===== src/rtl/iob_split_if.sv =====
// Native valid/ready bus bundle for the 1-to-N request splitter.
//   m_req  : master request  {valid, addr, wdata, wstrb}, valid at MSB
//   m_resp : master response {rdata, ready}, ready at LSB
//   s_req  : per-slave requests, slot k at [(k+1)*REQ_W-1 : k*REQ_W]
//   s_resp : per-slave responses, same slot packing
// Modport master: environment side (drives m_req and slave responses).
// Modport slave : splitter side (consumes m_req, drives s_req/m_resp).
interface iob_split_if #(
  parameter int unsigned N_SLAVES = 2,
  parameter int unsigned DATA_W   = 32,
  parameter int unsigned ADDR_W   = 32
);
  localparam int unsigned REQ_W  = 1 + ADDR_W + DATA_W + DATA_W / 8;
  localparam int unsigned RESP_W = DATA_W + 1;

  logic [REQ_W-1:0]           m_req;
  logic [RESP_W-1:0]          m_resp;
  logic [N_SLAVES*REQ_W-1:0]  s_req;
  logic [N_SLAVES*RESP_W-1:0] s_resp;

  modport master (
    output m_req,
    input  m_resp,
    input  s_req,
    output s_resp
  );

  modport slave (
    input  m_req,
    output m_resp,
    output s_req,
    input  s_resp
  );
endinterface


===== src/rtl/iob_split.sv =====
// Single-master to N-slave splitter for the native valid/ready memory bus.
// Decodes a slave-select field from the request address, routes the request
// to that slave with zero added latency and returns its response. Selects
// beyond the last slave are answered locally with a one-cycle error ready.
// Ports:
//   clk    : clock
//   rst_n  : asynchronous active-low reset; all bus outputs are 0 while low
//   bus_io : iob_split_if.slave (m_req in, m_resp out, s_req out, s_resp in)
module iob_split #(
  parameter int unsigned N_SLAVES = 2,
  parameter int unsigned DATA_W   = 32,
  parameter int unsigned ADDR_W   = 32,
  parameter int unsigned P_SLAVES = ADDR_W - 1
) (
  input logic        clk,
  input logic        rst_n,
  iob_split_if.slave bus_io
);

  localparam int unsigned NB      = (N_SLAVES > 1) ? $clog2(N_SLAVES) : 1;
  localparam int unsigned STRB_W  = DATA_W / 8;
  localparam int unsigned REQ_W   = 1 + ADDR_W + DATA_W + STRB_W;
  localparam int unsigned RESP_W  = DATA_W + 1;
  // Bit position of the select-field MSB inside the packed request.
  localparam int unsigned SEL_MSB = DATA_W + STRB_W + P_SLAVES;
  localparam logic [NB:0] N_SLAVES_V = (NB + 1)'(N_SLAVES);

  localparam logic [1:0] ST_IDLE = 2'd0;
  localparam logic [1:0] ST_BUSY = 2'd1;
  localparam logic [1:0] ST_ERR  = 2'd2;

  logic [1:0]        state_q, state_d;
  logic [NB-1:0]     sel_q, sel_d;

  logic              m_valid_c;
  logic [NB-1:0]     addr_sel_c;
  logic              in_range_c;
  logic [NB-1:0]     cur_sel_c;
  logic [RESP_W-1:0] sel_resp_c;
  logic              route_en_c;
  logic [RESP_W-1:0] m_resp_c;

  // Address decode; a single slave always decodes to slot 0.
  assign m_valid_c  = bus_io.m_req[REQ_W-1];
  assign addr_sel_c = (N_SLAVES == 1) ? '0 : bus_io.m_req[SEL_MSB -: NB];
  assign in_range_c = ({1'b0, addr_sel_c} < N_SLAVES_V);

  // Routing is fixed by the latched select while a transfer is pending.
  assign cur_sel_c = (state_q == ST_BUSY) ? sel_q : addr_sel_c;

  // Response of the currently routed slave.
  always_comb begin
    sel_resp_c = '0;
    for (int unsigned k = 0; k < N_SLAVES; k++) begin
      if (cur_sel_c == NB'(k)) begin
        sel_resp_c = bus_io.s_resp[k*RESP_W +: RESP_W];
      end
    end
  end

  // Next-state and output decode.
  always_comb begin
    state_d    = state_q;
    sel_d      = sel_q;
    route_en_c = 1'b0;
    m_resp_c   = '0;
    case (state_q)
      ST_IDLE: begin
        if (m_valid_c) begin
          if (in_range_c) begin
            route_en_c = 1'b1;
            sel_d      = addr_sel_c;
            m_resp_c   = sel_resp_c;
            if (!sel_resp_c[0]) begin
              state_d = ST_BUSY;
            end
          end else begin
            state_d = ST_ERR;
          end
        end
      end
      ST_BUSY: begin
        // Keep forwarding even if valid drops; only ready ends the transfer.
        route_en_c = 1'b1;
        if (sel_resp_c[0]) begin
          m_resp_c = sel_resp_c;
          state_d  = ST_IDLE;
        end
      end
      ST_ERR: begin
        m_resp_c = RESP_W'(1);
        state_d  = ST_IDLE;
      end
      default: begin
        state_d = ST_IDLE;
      end
    endcase
  end

  // Request fan-out; gated by rst_n so nothing leaks while in reset.
  for (genvar k = 0; k < N_SLAVES; k++) begin : g_slot
    assign bus_io.s_req[k*REQ_W +: REQ_W] =
      (rst_n && route_en_c && (cur_sel_c == NB'(k))) ? bus_io.m_req : '0;
  end

  assign bus_io.m_resp = rst_n ? m_resp_c : '0;

  // State and latched select.
  always_ff @(posedge clk or negedge rst_n) begin
    if (!rst_n) begin
      state_q <= ST_IDLE;
      sel_q   <= '0;
    end else begin
      state_q <= state_d;
      sel_q   <= sel_d;
    end
  end

endmodule


===== src/flat_wrapper.sv =====
// flat-port wrapper written by rule: the top's interface ports become plain ports
module iob_split_flat 
#(
  parameter int unsigned N_SLAVES = 2,
  parameter int unsigned DATA_W   = 32,
  parameter int unsigned ADDR_W   = 32,
  parameter int unsigned P_SLAVES = ADDR_W - 1
)
  (clk, rst_n, bus_io_m_req, bus_io_m_resp, bus_io_s_req, bus_io_s_resp);
  iob_split_if #(.N_SLAVES(N_SLAVES), .DATA_W(DATA_W), .ADDR_W(ADDR_W)) bus_io_i ();
  input logic clk;
  input logic rst_n;
  input wire logic [$bits(bus_io_i.m_req)-1:0] bus_io_m_req;
  output wire logic [$bits(bus_io_i.m_resp)-1:0] bus_io_m_resp;
  output wire logic [$bits(bus_io_i.s_req)-1:0] bus_io_s_req;
  input wire logic [$bits(bus_io_i.s_resp)-1:0] bus_io_s_resp;
  assign bus_io_i.m_req = bus_io_m_req;
  assign bus_io_m_resp = bus_io_i.m_resp;
  assign bus_io_s_req = bus_io_i.s_req;
  assign bus_io_i.s_resp = bus_io_s_resp;
  iob_split #(.N_SLAVES(N_SLAVES), .DATA_W(DATA_W), .ADDR_W(ADDR_W), .P_SLAVES(P_SLAVES)) u_core (.clk(clk), .rst_n(rst_n), .bus_io(bus_io_i));
endmodule

===== config.mk =====
export PLATFORM = sky130hd
export DESIGN_NAME = iob_split_flat
export DESIGN_NICKNAME = d
export VERILOG_FILES = /design/src/rtl/iob_split_if.sv /design/src/rtl/iob_split.sv /design/src/flat_wrapper.sv
export SDC_FILE = /design/constraint.sdc
export NUM_CORES = 1
export LEC_CHECK = 0
export ABC_AREA = 1
export BUFFER_PORTS_ARGS = -buffer_cell sky130_fd_sc_hd__buf_2
export CORE_AREA = 8 8 114 116
export CTS_CLUSTER_DIAMETER = 40
export DETAILED_ROUTE_END_ITERATION = 8
export DIE_AREA = 0 0 122 124
export GPL_TIMING_DRIVEN = 0
export PLACE_DENSITY = 0.58
export SLEW_MARGIN = 40
export SYNTH_ARGS = -nofsm -noshare
export SYNTH_HDL_FRONTEND = slang
export SYNTH_SLANG_ARGS = --single-unit
export TNS_END_PERCENT = 1

===== constraint.sdc =====
create_clock -name clk -period 2.22 [get_ports clk]
set_input_delay 0.444 -clock clk [delete_from_list [all_inputs] [get_ports clk]]
set_output_delay 0.444 -clock clk [all_outputs]
set_load 0.1 [all_outputs]

==> results.py, run 1 <==
metrics = {
    "setup_path": {
        "reg2reg_slack_ns": 1.16,
        "crit_path_start_kind": "flip-flop",
        "worstRegToRegCells": 6,
        "path_cells": "inv_4, buf_4, nand2_1, nand3_1, nand2_1, nor2_4, buf_4, nor2_1, buf_4",
        "worst_setup_path_end_kind": "output port",
        "worstPathArrival_ns": 1.75,
        "critPathKind": "reg2out",
        "cp.required_ns": 1.78,
        "cp_common_cell": "buf_4",
        "cp.buffers_inverters": 4,
        "r2r_end": "u_core.state_q[0]",
        "slowest_stage": "dfrtp_2",
        "slowest_delay_ns": 0.45,
        "crit_family": "buffers and inverters",
        "reg2reg_from": "u_core.state_q[0]",
        "cp_max_fo": 10,
    },
    "pwr": {
        "comb_power_share_pct": 92.6,
        "p_int_w": 0.001323,
        "p_leak_nw": 3.049,
        "totalPowerFinal_w": 0.004479,
        "swShare_pct": 70.45,
        "ir_worst_vdd_uv": 493.5,
        "power.share.clock_pct": 6.0,
        "power_switching_w": 0.003155,
        "power_frac_seq_pct": 1.4,
        "power_per_cell_area_nw_per_um2": 842.8,
    },
    "floorplanning": {
        "core_area_um2": 11170,
        "die_h_um": 124,
        "rows": 39,
        "initial_core_util_pct": 17.21,
        "dieArea_um2": 15130,
        "io_pins": 308,
        "die_w_um": 122,
    },
    "placed_design": {
        "hpwl_mm": 11.09,
        "gp_congestion": 0.7927,
        "numPortBuffers": 307,
        "placed_cell_area_um2": 3664,
        "dp_cells": 868,
    },
    "cts": {
        "numCtsBuffers": 3,
        "clock_latency_ns": 0.22,
        "hold_buffers": 0,
        "path_clk_slew_ns": 0.03,
        "cts_root_buf": "clkbuf_16",
        "clockBufferDepth": 2,
        "cts_tree": "yes",
        "cts_sinks": 2,
        "cts-htree-levels": 1,
    },
    "sta": {
        "slew_violations": 0,
        "rsz0062_at_grt": "yes",
        "fmax_mhz": 455.2,
        "worst_slew_pin_slew_ns": 0.5055,
        "setup_viol": 0,
        "max_slew_margin_pct": 66.53,
        "min_period_ns": 2.197,
        "post-route-period-util_pct": 98.95,
        "hold_violations": 0,
        "fin_worst_skew_ns": 0.001143,
    },
    "routing": {
        "drcViolationCount": 0,
        "wl_mm": 14.77,
        "drtPass1Iterations": 4,
        "dr_total_vias": 3713,
        "first_iter_violations": 173,
        "drtAntennaViolNets": 0,
        "viasPerCell": 4.234,
        "wl_per_cell_um": 16.84,
    },
    "synth": {
        "synth_cell_type_count": 20,
        "yosysWarnings": 0,
        "yosys.area.top_type_share_pct": 29.08,
        "yosysTopAreaCell": "nor2_1",
        "synth_ff_type": "dfrtp_1",
        "synth.most_common_cell": "nor2_1",
        "syn_avg_cell_area_um2": 4.601,
        "async_flop_share_pct": 100.0,
        "syn_nets": 555,
        "synth_edf_count": 0,
        "ys_ff_latch": 2,
        "synth_commonest_cells": "149 x nor2_1, 103 x inv_1, 35 x nand2_1",
        "synth_seq_area_share_pct": 2.602,
        "netlist_area_um2": 1923,
        "synthTopCellsByArea": "nor2_1 29%, inv_1 20%, nand3b_1 12%",
        "synthCells": 418,
    },
    "global_route": {
        "grt_util_all_layers_pct": 16.53,
        "grt_max_degree": 11,
        "grt_pass1_wl_mm": 19.99,
        "antenna_found_initial": 0,
        "overflow": 0,
        "grt_pass1_vias": 3680,
    },
    "final_layout": {
        "antenna_cells": 0,
        "postLayoutCoreUtil_pct": 47.55,
        "drive_gt1_share_pct": 52.86,
        "syn_to_final_growth_pct": 176.3,
        "nets": 873,
        "final_cells": 877,
        "design_area_um2": 5314,
    },
    "run_status": {
        "outcome": "completed",
    },
    "worst_hold_path": {
        "hold_path.class": "in2async",
    },
    "run": {
        "drv_cap": 0,
    },
}
## area by class of cell
cell class | instances | area (um^2)
fill | 1112 | 5861
timing repair buffer | 313 | 2868
multi-input combinational | 282 | 1518
inverter | 104 | 392.9
buffer | 30 | 230.2
tap | 143 | 178.9
clock buffer | 3 | 75.07
sequential | 2 | 51.30
## stage by stage
step / TNS (ns) / setup WS, ns / hold WS [ns]
2_1_floorplan: -63.09 / -0.4623 / 0.1484
3_3_place_gp: -10.92 / -0.2243 / 0.2461
3_5_place_dp: -9.081 / -0.2048 / 0.2468
4_1_cts: -0.06176 / -0.01748 / 0.01591
5_1_grt: -5.468 / -0.08098 / 0.02261
6_report: 0 / 0.02333 / 0.01933
## how the worst max path moves through the flow
stage	to	startpoint	cells past startpoint	slack, ns
after floorplan	bus_io_m_resp[10]	u_core.state_q[0]	7	-0.46
after global placement	bus_io_s_req[51]	rst_n	8	-0.22
after detailed placement	bus_io_s_req[51]	rst_n	8	-0.20
after CTS	bus_io_s_req[51]	u_core.state_q[0]	7	-0.02
after global routing	bus_io_m_resp[25]	u_core.state_q[0]	7	-0.08
final	bus_io_m_resp[21]	u_core.state_q[0]	9	0.02
## flip-flops by register name (all words and copies together), names as in the netlist
signal / flops
u_core.sel_q: 1
u_core.state_q: 1
## cell families (layout without fill, tap and decap cells)
family | Yosys count | in the layout | synth area share (%)
compound gates | 5 | 5 | 1.627
buf+inv | 134 | 450 | 29.28
flops | 2 | 2 | 2.603
simple gates | 277 | 277 | 66.49
## cells in the final DEF, fill, tap and decap left out, types with 2 or more instances in the layout
cell         n
buf_4       29
nor2_2       5
clkbuf_2     3
nor2_1     135
nor2_4      30
buf_2      154
nand3_1     34
clkbuf_16    6
nand3b_1    32
a21oi_1      2
nand2_1     35
buf_6      118
buf_12      33
inv_1      103
clkbuf_4     2
nand2_4      4
## routing by layer
metal / global-route usage (%) / part of all wire [%]
met5: 0 / 0
met4: 4.857 / 2.4
met3: 5.666 / 12
met2: 30.58 / 51
met1: 17.33 / 35
## power groups by stage
stage	Sequential, W	Clock, W	Combinational [W]
global route	0.0000659	0.000279	0.00430
floorplan	0.0000550	0	0.00287
finish	0.0000623	0.000270	0.00415
global placement	0.0000564	0	0.00347
CTS	0.0000615	0.000275	0.00386
detailed placement	0.0000565	0	0.00347
## repair_timing
item | CTS | global route
pin swaps | 0 | 3
setup buffers | 3 | 0
cloned | 0 | 3
resized for setup | 279 | 157
setup endpoints to repair | 167 | 161
Power figures use the tool's default switching activity.
==> inputs of run 2 (changes only) <==
Settings changed: ABC_AREA 1 to default, CORE_AREA 8 8 114 116 to 8 8 113 115, DIE_AREA 0 0 122 124 to 0 0 121 123, PLACE_DENSITY 0.58 to 0.6.
Clock period 2.22 ns to 1.9 ns, I/O delays scaled along.
==> run 2 against run 1 <==
The flow now finishes with violations (negative setup slack). Synthesized area down 4.2%. Critical path depth down 4. Register-to-register slack worse by 0.48 ns. Wire length up 16%. Clock skew about the same. Clock power up 17%. Highest routed layer unchanged.
==> results.py, run 2 <==
metrics = {
    "run_status": {
        "outcome": "finished with violations",
        "violations": "negative setup slack",
    },
    "setup_path": {
        "critPathKind": "reg2out",
        "cp_max_fo": 10,
        "crit_path_start": "u_core.state_q[0]",
        "reg2reg_from": "u_core.state_q[0]",
        "cp.required_ns": 1.52,
        "crit_path_start_kind": "flip-flop",
        "worst_setup_path_end_kind": "output port",
        "worstPathArrival_ns": 1.85,
    },
    "pwr": {
        "power_per_cell_area_nw_per_um2": 652.3,
        "comb_power_share_pct": 91.8,
        "swShare_pct": 59.92,
        "ir_worst_vdd_uv": 442.1,
        "power.share.clock_pct": 6.9,
        "power_switching_w": 0.002744,
        "power_frac_seq_pct": 1.3,
        "p_int_w": 0.001836,
        "p_leak_nw": 3.021,
    },
    "cts": {
        "numCtsBuffers": 3,
        "path_clk_slew_ns": 0.03,
        "cts-htree-levels": 1,
        "cts_tree": "yes",
        "clock_latency_ns": 0.22,
        "cts_sinks": 2,
        "cts_root_buf": "clkbuf_16",
        "clockBufferDepth": 2,
    },
    "sta": {
        "fin_worst_skew_ns": 0.0008403,
        "worst_slew_pin_slew_ns": 0.4900,
        "setup_slack_ns": -0.3280,
        "max_slew_margin_pct": 67.34,
        "min_period_ns": 2.228,
        "slew_violations": 0,
        "fmax_mhz": 448.8,
        "setup_viol": 169,
        "tns_ns": -43.02,
        "hold_violations": 0,
        "rsz0062_at_grt": "yes",
        "post-route-period-util_pct": 117.3,
    },
    "synth": {
        "synth.most_common_cell": "and2_1",
        "yosysTopAreaCell": "and2_1",
        "async_flop_share_pct": 100.0,
        "yosysWarnings": 0,
        "ys_ff_latch": 2,
        "yosys.area.top_type_share_pct": 40.73,
        "syn_avg_cell_area_um2": 6.377,
        "synth_ff_type": "dfrtp_1",
        "synthCells": 289,
        "netlist_area_um2": 1843,
        "synth_seq_area_share_pct": 2.716,
        "synth_cell_type_count": 19,
        "synth_edf_count": 0,
        "synthTopCellsByArea": "and2_1 41%, o211ai_1 13%, and2_4 9.5%",
        "syn_nets": 426,
        "synth_commonest_cells": "120 x and2_1, 33 x o21ai_0, 32 x a21oi_1, 32 x o211ai_1, 25 x clkbuf_1",
    },
    "floorplanning": {
        "io_pins": 308,
        "rows": 39,
        "core_area_um2": 11080,
        "die_w_um": 121,
        "initial_core_util_pct": 16.64,
        "dieArea_um2": 14880,
        "die_h_um": 123,
    },
    "global_route": {
        "overflow": 0,
        "grt_max_degree": 11,
        "grt_pass1_wl_mm": 23.05,
        "grt_util_all_layers_pct": 19.56,
        "antenna_found_initial": 0,
        "grt_pass1_vias": 4002,
    },
    "routing": {
        "first_iter_violations": 161,
        "drtAntennaViolNets": 0,
        "wl_per_cell_um": 22.78,
        "drcViolationCount": 0,
        "viasPerCell": 4.741,
        "wl_mm": 17.06,
        "dr_total_vias": 3551,
        "drtPass1Iterations": 4,
    },
    "final_layout": {
        "final_common_cell": "buf_12",
        "drive_gt1_share_pct": 87.27,
        "postLayoutCoreUtil_pct": 63.38,
        "top_regs": "u_core.sel_q: 1 flops, u_core.state_q: 1 flops",
        "fillers": 760,
        "nets": 744,
        "design_area_um2": 7020,
        "mostFrequentLayoutCells": "171 x buf_12, 138 x buf_2, 92 x and2_2, 48 x and2_4",
        "syn_to_final_growth_pct": 280.9,
    },
    "placed_design": {
        "numPortBuffers": 307,
        "placed_cell_area_um2": 4084,
        "gp_congestion": 0.8206,
        "hpwl_mm": 11.02,
        "pre_cts_slack_ns": -0.6843,
    },
    "run": {
        "drv_cap": 0,
    },
    "worst_hold_path": {
        "hold_start": "bus_io_s_resp[33]",
        "hold_path.class": "in2reg",
    },
}
run 2: cell count changes after synthesis, moves of 15 or more:
| cell | change |
|---|---|
| a21oi_1 | +30 |
| nor2_1 | -148 |
| o21ai_0 | +33 |
| nand2_1 | -35 |
| and2_1 | +120 |
| buf_2 | -15 |
| nor2_2 | -21 |
| nand3b_1 | -32 |
| nand3_1 | -34 |
| and2_4 | +20 |
| o211ai_1 | +32 |
| clkbuf_1 | +22 |
| inv_1 | -103 |
run 2: area by class of cell:
type | count | area [um^2] | share of cell area [%]
diodes | 1 | 2.502 | 0.03564
plain buffers | 34 | 310.3 | 4.420
clock buffers | 3 | 75.07 | 1.069
multi-input cells | 249 | 2153 | 30.67
flip-flops and latches | 2 | 50.05 | 0.7129
well taps | 143 | 178.9 | 2.549
repair buffers | 317 | 4250 | 60.54
run 2: power groups by stage:
stage	combinational, W	sequential, W	clock (W)
after floorplan	0.00253	0.0000548	0
after global placement	0.00303	0.0000558	0
after detailed placement	0.00305	0.0000564	0
after CTS	0.00396	0.0000567	0.000319
after global routing	0.00431	0.0000603	0.000325
final	0.00421	0.0000591	0.000315
run 2: timing repair:
item                       CTS  global route
setup buffers                3             2
cloned                       1             3
pin swaps                   21            30
resized for setup          694            91
hold buffers                 1             0
setup endpoints to repair  171           171
hold endpoints to repair     2             0
run 2: cells by family after synthesis:
kind of cell	synth area share, %
buf+inv	10.79
simple gates	52.89
mux	1.629
flops	2.716
compound gates	31.98
run 2: final timing paths:
path                                endpoint  slack (ns)  cells after the start
max                         bus_io_s_req[35]       -0.33                      5
min                        u_core.state_q[0]        0.49                      3
max reg2reg                u_core.state_q[0]        0.68                      4
min reg2reg                     u_core.sel_q        0.57                      1
max in group asynchronous       u_core.sel_q        1.25                      2
min in group asynchronous  u_core.state_q[0]        0.51                      2
run 2: layer usage:
layer / track usage, % / vias up / wire length, um
li1: - / 1616 / -
met4: 5.464 / 0 / 451
met1: 19.99 / 1688 / 5720
met5: 0 / - / 0
met3: 6.393 / 30 / 1620
met2: 37.27 / 217 / 9271
run 2: metrics by stage:
| stage | std cells | total power [W] | hold slack, ns |
|---|---|---|---|
| floorplan | 289 | 0.002583 | 0.08441 |
| global placement | 739 | 0.003085 | 0.1793 |
| detailed placement | 739 | 0.003103 | 0.1816 |
| finish | 749 | 0.004580 | 0.4881 |
| CTS | 744 | 0.004336 | 0.4934 |
| global route | 748 | 0.004691 | 0.5097 |
run 2: worst max-delay path, stage by stage (launching register included):
cell and delay [ns]:
dfrtp_1 0.40, and4bb_4 0.39, or2_4 0.21, clkbuf_4 0.21
and2_2 0.21, buf_12 0.19
==> inputs of run 3 (changes only) <==
Settings changed: SKIP_LAST_GASP from default to 1, SLEW_MARGIN 40 to 20.
==> run 3 against run 2 <==
The run still ends with negative setup slack left. Clock power about the same. Count of clock-buffer cells in the layout unchanged. Worst hold slack got worse by 0.0067 ns. Wire length down 16%. Setup slack worse by 0.037 ns. Sequential cell count unchanged. Via count fell by 2.9%. First-iteration DRC count down 22%. Critical path type unchanged. Critical endpoint is now bus_io_s_req[55]. Largest cell class unchanged.
==> results.py, run 3 (synthesized netlist as in run 2, its figures left out) <==
metrics = {
    "run_status": {
        "outcome": "finished with violations",
        "violations": "negative setup slack",
    },
    "setup_path": {
        "reg2reg_from": "u_core.state_q[0]",
        "cp.buffers_inverters": 4,
        "path_cells": "buf_6, and3b_2, or2_4, buf_8, buf_6, and2_4, buf_12",
        "cp_max_fo": 10,
        "r2r_end": "u_core.state_q[0]",
        "worstPathArrival_ns": 1.88,
        "worst_setup_path_end_kind": "output port",
        "cp_common_cell": "buf_6",
        "crit_end": "bus_io_s_req[55]",
        "cp.required_ns": 1.52,
        "critPathKind": "reg2out",
        "reg2reg_slack_ns": 0.64,
        "slowest_stage": "dfrtp_1",
        "path_depth": 7,
        "crit_path_start_kind": "flip-flop",
        "slowest_delay_ns": 0.36,
        "worstRegToRegCells": 5,
        "crit_path_start": "u_core.state_q[0]",
        "crit_family": "simple AND/OR/NAND/NOR gates",
    },
    "sta": {
        "fin_worst_skew_ns": 0.0006550,
        "worst_slew_pin_slew_ns": 0.5089,
        "tns_ns": -55.95,
        "rsz0062_at_grt": "yes",
        "slew_violations": 0,
        "setup_slack_ns": -0.3645,
        "hold_violations": 0,
        "max_slew_margin_pct": 66.31,
        "setup_viol": 171,
        "post-route-period-util_pct": 119.2,
        "fmax_mhz": 441.6,
        "hold_slack_ns": 0.4815,
        "min_period_ns": 2.265,
    },
    "pwr": {
        "power_per_cell_area_nw_per_um2": 706.9,
        "totalPowerFinal_w": 0.003946,
        "power_switching_w": 0.002599,
        "swShare_pct": 65.86,
        "p_leak_nw": 2.635,
        "comb_power_share_pct": 90.6,
        "ir_worst_vdd_uv": 424.8,
        "power_frac_seq_pct": 1.4,
        "p_int_w": 0.001347,
        "power.share.clock_pct": 8.0,
    },
    "floorplanning": {
        "initial_core_util_pct": 16.64,
        "io_pins": 308,
        "die_w_um": 121,
        "core_area_um2": 11080,
        "die_h_um": 123,
        "rows": 39,
        "dieArea_um2": 14880,
    },
    "cts": {
        "cts_root_buf": "clkbuf_16",
        "clock_latency_ns": 0.22,
        "cts-htree-levels": 1,
        "cts_sinks": 2,
        "numCtsBuffers": 3,
        "path_clk_slew_ns": 0.03,
        "cts_tree": "yes",
        "clockBufferDepth": 2,
    },
    "run": {
        "drv_cap": 0,
    },
    "final_layout": {
        "mostFrequentLayoutCells": "146 x buf_2, 124 x buf_6, 119 x and2_2, 35 x buf_12",
        "nets": 740,
        "final_common_cell": "buf_2",
        "drive_gt1_share_pct": 86.86,
        "postLayoutCoreUtil_pct": 50.39,
        "final_cells": 744,
        "syn_to_final_growth_pct": 202.9,
        "antenna_cells": 0,
        "top_regs": "u_core.sel_q: 1 flops, u_core.state_q: 1 flops",
    },
    "placed_design": {
        "hpwl_mm": 11.02,
        "dp_cells": 739,
        "gp_congestion": 0.8206,
        "numPortBuffers": 307,
    },
    "routing": {
        "viasPerCell": 4.633,
        "dr_total_vias": 3447,
        "drcViolationCount": 0,
        "drtAntennaViolNets": 0,
        "wl_mm": 14.40,
        "first_iter_violations": 126,
        "drtPass1Iterations": 5,
        "wl_per_cell_um": 19.35,
    },
    "global_route": {
        "grt_pass1_wl_mm": 21.07,
        "grt_max_degree": 11,
        "grt_pass1_vias": 3936,
        "grt_util_all_layers_pct": 17.45,
        "antenna_found_initial": 0,
        "overflow": 0,
    },
    "worst_hold_path": {
        "hold_path.class": "in2reg",
    },
}
## run 3: timing repair
| item | CTS | global route |
|---|---|---|
| buffers inserted | 3 | 0 |
| hold buffers | 1 | 0 |
| endpoints found under the hold margin | 2 | 0 |
| gates resized for setup | 418 | 5 |
| setup endpoints to repair | 171 | 171 |
| cloned | 1 | 0 |
| pin swaps | 3 | 0 |
## run 3: worst register-to-register path, stage by stage, from the launching register on
cell	delay (ns)
dfrtp_1	0.36
buf_6	0.12
buf_4	0.13
mux2i_1	0.16
mux2i_1	0.28
o21a_1	0.15
## run 3: how the worst min path moves through the flow
stage,start,endpoint,slack (ns),cells after the start
floorplan,rst_n,u_core.sel_q,0.08,0
global route,bus_io_s_resp[33],u_core.state_q[0],0.51,3
finish,bus_io_m_req[68],u_core.state_q[0],0.48,2
CTS,bus_io_s_resp[33],u_core.state_q[0],0.49,3
detailed placement,rst_n,u_core.state_q[0],0.18,1
global placement,rst_n,u_core.sel_q,0.18,1
## run 3: power groups by stage
stage | combinational (W) | sequential [W] | clock (W)
final | 0.00357 | 0.0000565 | 0.000315
after global routing | 0.00368 | 0.0000571 | 0.000325
after CTS | 0.00357 | 0.0000567 | 0.000319
after detailed placement | 0.00305 | 0.0000564 | 0
after global placement | 0.00303 | 0.0000558 | 0
after floorplan | 0.00253 | 0.0000548 | 0
## run 3: layout make-up
| class | instances | area, um^2 |
|---|---|---|
| fillers | 980 | 5495 |
| repair buffers | 312 | 2900 |
| plain buffers | 35 | 260.3 |
| clock buffers | 3 | 75.07 |
| well taps | 143 | 178.9 |
| multi-input cells | 249 | 2117 |
| flip-flops and latches | 2 | 50.05 |
## run 3: layer usage
metal / wire, um / track usage [%]
met5: 0 / 0
met2: 7611 / 33.13
met3: 1427 / 5.616
met4: 193 / 3.435
met1: 5163 / 18.46
## run 3: stage by stage
stage	worst slack (ns)	cell area, um^2
after floorplan	-0.2258	2369
final	-0.3645	5582
after detailed placement	-0.6843	4084
after global placement	-0.6390	4084
after global routing	-0.4363	5582
after CTS	-0.3748	5578
